==> src/rtl/uart_tx_fifo.sv <==
// UART transmitter with a transmit FIFO and a valid/ready input handshake.
// Runs on the system clock; bit timing comes from an internal baud counter.
//   clk, rst_n          : system clock, asynchronous active-low reset
//   in_data/in_valid    : word to queue, accepted when in_ready is high
//   in_ready            : FIFO not full
//   tx                  : serial line, idle high, registered
//   busy                : frame in progress or FIFO non-empty
//   fifo_count          : current FIFO occupancy
module uart_tx_fifo #(
  parameter int CLK_FREQ_HZ = 12000000,
  parameter int BAUD        = 9600,
  parameter int DATA_BITS   = 8,
  parameter int PARITY      = 0,
  parameter int STOP_BITS   = 1,
  parameter int FIFO_DEPTH  = 16
) (
  input  logic                              clk,
  input  logic                              rst_n,
  input  logic [DATA_BITS-1:0]              in_data,
  input  logic                              in_valid,
  output logic                              in_ready,
  output logic                              tx,
  output logic                              busy,
  output logic [$clog2(FIFO_DEPTH+1)-1:0]   fifo_count
);

  localparam int unsigned DIV   = CLK_FREQ_HZ / BAUD;
  localparam int unsigned DIV_W = (DIV > 1) ? $clog2(DIV) : 1;
  localparam int unsigned AW    = $clog2(FIFO_DEPTH);
  localparam int unsigned CW    = $clog2(FIFO_DEPTH + 1);

  typedef enum logic [2:0] {
    S_IDLE,
    S_START,
    S_DATA,
    S_PARITY,
    S_STOP
  } state_e;

  state_e               state_q, state_d;
  logic [DIV_W-1:0]     baud_q, baud_d;
  logic [3:0]           bit_q, bit_d;
  logic [DATA_BITS-1:0] shift_q, shift_d;
  logic                 par_q, par_d;
  logic                 tx_q, tx_d;
  logic [AW-1:0]        wr_ptr_q, wr_ptr_d;
  logic [AW-1:0]        rd_ptr_q, rd_ptr_d;
  logic [CW-1:0]        count_q, count_d;

  logic [DATA_BITS-1:0] mem [FIFO_DEPTH];
  logic [DATA_BITS-1:0] head;
  logic                 push;
  logic                 pop;
  logic                 tick;

  assign in_ready   = (count_q != CW'(FIFO_DEPTH));
  assign busy       = (state_q != S_IDLE) || (count_q != '0);
  assign tx         = tx_q;
  assign fifo_count = count_q;

  assign push = in_valid && in_ready;
  assign head = mem[rd_ptr_q];
  assign tick = (baud_q == DIV_W'(DIV - 1));

  always_ff @(posedge clk) begin
    if (push) begin
      mem[wr_ptr_q] <= in_data;
    end
  end

  always_comb begin
    state_d  = state_q;
    baud_d   = baud_q;
    bit_d    = bit_q;
    shift_d  = shift_q;
    par_d    = par_q;
    wr_ptr_d = wr_ptr_q;
    rd_ptr_d = rd_ptr_q;
    count_d  = count_q;
    pop      = 1'b0;

    if (state_q != S_IDLE) begin
      baud_d = tick ? '0 : baud_q + 1'b1;
    end

    case (state_q)
      S_IDLE: begin
        pop = (count_q != '0);
      end
      S_START: begin
        if (tick) begin
          state_d = S_DATA;
          bit_d   = '0;
        end
      end
      S_DATA: begin
        if (tick) begin
          shift_d = shift_q >> 1;
          if (bit_q == 4'(DATA_BITS - 1)) begin
            bit_d   = '0;
            state_d = (PARITY != 0) ? S_PARITY : S_STOP;
          end else begin
            bit_d = bit_q + 1'b1;
          end
        end
      end
      S_PARITY: begin
        if (tick) begin
          state_d = S_STOP;
        end
      end
      S_STOP: begin
        if (tick) begin
          if (bit_q == 4'(STOP_BITS - 1)) begin
            // Chain straight into the next frame when more data is queued.
            if (count_q != '0) begin
              pop = 1'b1;
            end else begin
              state_d = S_IDLE;
            end
          end else begin
            bit_d = bit_q + 1'b1;
          end
        end
      end
      default: state_d = S_IDLE;
    endcase

    if (pop) begin
      shift_d  = head;
      par_d    = (^head) ^ (PARITY == 1);
      state_d  = S_START;
      baud_d   = '0;
      bit_d    = '0;
      rd_ptr_d = rd_ptr_q + 1'b1;
    end

    if (push) begin
      wr_ptr_d = wr_ptr_q + 1'b1;
    end

    case ({push, pop})
      2'b10:   count_d = count_q + 1'b1;
      2'b01:   count_d = count_q - 1'b1;
      default: count_d = count_q;
    endcase

    // tx is registered from the current state, so the line trails the FSM
    // by one cycle; every bit still lasts exactly DIV cycles.
    case (state_q)
      S_START:  tx_d = 1'b0;
      S_DATA:   tx_d = shift_q[0];
      S_PARITY: tx_d = par_q;
      default:  tx_d = 1'b1;
    endcase
  end

  always_ff @(posedge clk or negedge rst_n) begin
    if (!rst_n) begin
      state_q  <= S_IDLE;
      baud_q   <= '0;
      bit_q    <= '0;
      shift_q  <= '0;
      par_q    <= 1'b0;
      tx_q     <= 1'b1;
      wr_ptr_q <= '0;
      rd_ptr_q <= '0;
      count_q  <= '0;
    end else begin
      state_q  <= state_d;
      baud_q   <= baud_d;
      bit_q    <= bit_d;
      shift_q  <= shift_d;
      par_q    <= par_d;
      tx_q     <= tx_d;
      wr_ptr_q <= wr_ptr_d;
      rd_ptr_q <= rd_ptr_d;
      count_q  <= count_d;
    end
  end

endmodule

==> config.mk <==
export PLATFORM = sky130hd
export DESIGN_NAME = uart_tx_fifo
export DESIGN_NICKNAME = d
export VERILOG_FILES = /design/src/rtl/uart_tx_fifo.sv
export SDC_FILE = /design/constraint.sdc
export NUM_CORES = 1
export LEC_CHECK = 0
export ABC_AREA = 1
export CAP_MARGIN = 20
export CORE_MARGIN = 8
export CORE_UTILIZATION = 40
export DETAILED_ROUTE_END_ITERATION = 8
export GPL_ROUTABILITY_DRIVEN = 0
export GPL_TIMING_DRIVEN = 0
export SYNTH_ARGS = -nofsm -noshare
export SYNTH_HDL_FRONTEND = slang
export SYNTH_SLANG_ARGS = --single-unit
==> constraint.sdc <==
create_clock -name clk -period 8.8 [get_ports clk]
set_input_delay 0.88 -clock clk [delete_from_list [all_inputs] [get_ports clk]]
set_output_delay 0.88 -clock clk [all_outputs]
set_load 0.01 [all_outputs]
==> flow_summary.json <==
{
  "end_kind": "register",
  "nets": 872,
  "period_needed_ns": 3.42,
  "grt_antenna_before_repair": 0,
  "worst-path-stages": 17,
  "power.switching_mw": 1.29,
  "cts_buffers": 17,
  "wl_per_cell_um": 16.5,
  "grt_max_degree": 32,
  "r2r_slack_ns": 5.38,
  "path_cells": "inv_1 > ha_1 > nor3b_1 > nand4_1 > a21oi_1 > nand2_2 > inv_2 > buf_4 > ha_1 > xor2_1 > ha_1 > a21oi_1 > or2_2 > o21ai_0 > a21oi_1 > o21ai_0 > xnor2_1",
  "drc": 0,
  "cp-start-kind": "register",
  "postSynthCellCount": 811,
  "rows": 51,
  "p_per_area_nw_per_um2": 351,
  "comb_power_share": 0.417,
  "arrival_ns": 3.78,
  "hold_viol": 0,
  "diodes": 0,
  "cp-startpoint": "bit_q[0]",
  "ys_ff_latch": 169,
  "reg2regPathDepth": 17,
  "finalMaxSlewViolations": 0,
  "placed_area_um2": 8330,
  "r2r-start": "bit_q[0]",
  "cts.sinks": 169,
  "slowest_stage": "dfrtp_1",
  "drt_first_pass_iters": 5,
  "design.core.area_um2": 19300,
  "die_w_um": 156,
  "grt_pass1_vias": 5181,
  "drt_wl_total_um": 18600,
  "path_buf_inv": 3,
  "worst_ep_required_time_ns": 9.16,
  "timing.rr.end": "fifo_count[4]",
  "p_leak_nw": 3.78,
  "postCtsSetupBuffers": 0,
  "first_iter_violations": 427,
  "setup_viol": 0,
  "status": "finished, final reports clean",
  "rsz0062_at_grt": "no",
  "worstSetupPathType": "reg2reg",
  "internal_power_mw": 1.85,
  "yosysWarnings": 0,
  "design_area_um2": 8940,
  "fmax_mhz": 292,
  "grt-ovfl-total": 0,
  "cap_violations": 0,
  "syn_nets": 834,
  "viasPerCell": 4.91,
  "track_usage": 0.161,
  "dp.final_hpwl_um": 12600,
  "path_clk_slew_ns": 0.07,
  "start_util": 0.404,
  "cts_tree": "built",
  "syn_area_um2": 7800,
  "ir_drop_mv": 0.181,
  "path_max_fanout": 11,
  "ctsLongestPathBuffers": 2,
  "grt_pass1_wl_um": 29300,
  "syn_avg_cell_area_um2": 9.62,
  "fin_worst_skew_ns": 0.0107,
  "clock_latency_ns": 0.43,
  "io_pins": 19,
  "synth-seq-area-share": 0.624,
  "cp-endpoint": "fifo_count[4]",
  "path_delay_family": "simple AND/OR/NAND/NOR gates",
  "tns_ns": 0,
  "clkPwrFrac": 0.243,
  "hold_class": "in2async",
  "power_mw": 3.14,
  "slew_headroom": 0.249,
  "yosys-top-cells-area": "edfxtp_1 49%, dfrtp_1 13%, nand2_1 13%",
  "area_growth_pct": 14.6,
  "fin_crit_sh": 0.389,
  "postRouteAntennaNets": 0,
  "sequentialPowerShare": 0.340,
  "cts_max_level": 4,
  "yosysTopAreaCellShare": 0.493,
  "root_buffer": "clkbuf_16",
  "switching_share": 0.410,
  "die_height_um": 156,
  "max_stage_delay_ns": 0.41,
  "worst_pin_slew_ns": 1.12,
  "synth_top_area_cell": "edfxtp_1",
  "die-area_um2": 24200,
  "ys_types": 36,
  "via_count": 5535,
  "final_layout_size_suffix_gt1_frac": 0.0951,
  "holdBufCountCts": 0,
  "io_buffers": 18,
  "post_cts_resized": 0
}
[routing by layer]
metal,part of all wire,track usage
met4,0.022,0.0624
met2,0.48,0.259
met1,0.46,0.213
met5,0,0
met3,0.042,0.0277
[Yosys cell counts (all sizes together)]
library cell	n
o21ai	26
clkbuf	2
ha	12
or2	3
nor4	1
nand3	87
o31ai	1
o221ai	1
a21oi	13
clkinv	3
nand4	5
xnor2	4
a31oi	7
inv	88
dfrtp	40
nor2	67
nor3	11
nor3b	2
nand2	265
xor2	9
o211ai	4
edfxtp	128
dfstp	1
o22ai	3
buf	28
[power groups by stage]
stage	clock (mW)	combinational, mW	sequential (mW)
3_5_place_dp	0	1.31	1.08
4_1_cts	0.777	1.31	1.07
6_report	0.763	1.31	1.07
2_1_floorplan	0	0.923	1.07
3_3_place_gp	0	1.29	1.08
5_1_grt	0.807	1.49	1.08
[per-stage QoR]
| stage | util | cells | hold WS [ns] | setup slack, ns |
|---|---|---|---|---|
| finish | 0.462 | 1127 | 0.320 | 5.38 |
| global placement | 0.430 | 1094 | 0.470 | 5.38 |
| CTS | 0.462 | 1127 | 0.319 | 5.35 |
| global route | 0.462 | 1127 | 0.327 | 5.01 |
| detailed placement | 0.431 | 1095 | 0.470 | 5.36 |
| floorplan | - | 811 | 0.450 | 5.83 |
[sequential cells by signal, summed over array words and instances, names as in the netlist]
signal and count:
fifo_count 5, state_q 3, tx 1, mem 128
shift_q 8, rd_ptr_q 4, baud_q 11, wr_ptr_q 4
par_q 1, bit_q 4
[cells in the final DEF (no fill, tap or decap), types with 11 or more instances in the layout]
master / n
a21oi_1: 13
buf_2: 23
clkbuf_16: 17
clkdlybuf4s50_1: 17
dfrtp_1: 40
edfxtp_1: 128
ha_1: 12
inv_1: 80
nand2_1: 263
nand3_1: 86
nor2_1: 63
nor3_1: 11
o21ai_0: 11
o21ai_1: 13
[logic make-up after synthesis]
logic type                 synth area share
AOI/OAI and AO/OA                    0.0399
and+or+nand+nor                       0.236
adders and majority gates            0.0192
DFF                                   0.624
buffers and inverters                0.0664
xor gates and xnor gates             0.0146
[area by class of cell]
cell class / count / area [um^2]
buffer: 30 / 174
clock buffer: 17 / 425
clock inverter: 15 / 184
fill: 1813 / 10400
inverter: 91 / 344
multi-input combinational: 521 / 2410
sequential: 169 / 4870
tap: 265 / 332
timing repair buffer: 19 / 195
[worst min-delay path by stage]
| stage | from | to | cells after the start |
|---|---|---|---|
| 6_report | rst_n | bit_q[1] | 1 |
| 3_3_place_gp | par_q | par_q | 2 |
| 4_1_cts | rst_n | baud_q[1] | 1 |
| 3_5_place_dp | par_q | par_q | 2 |
| 2_1_floorplan | par_q | par_q | 2 |
| 5_1_grt | rst_n | bit_q[1] | 1 |
(Power assumes the default switching activity.)
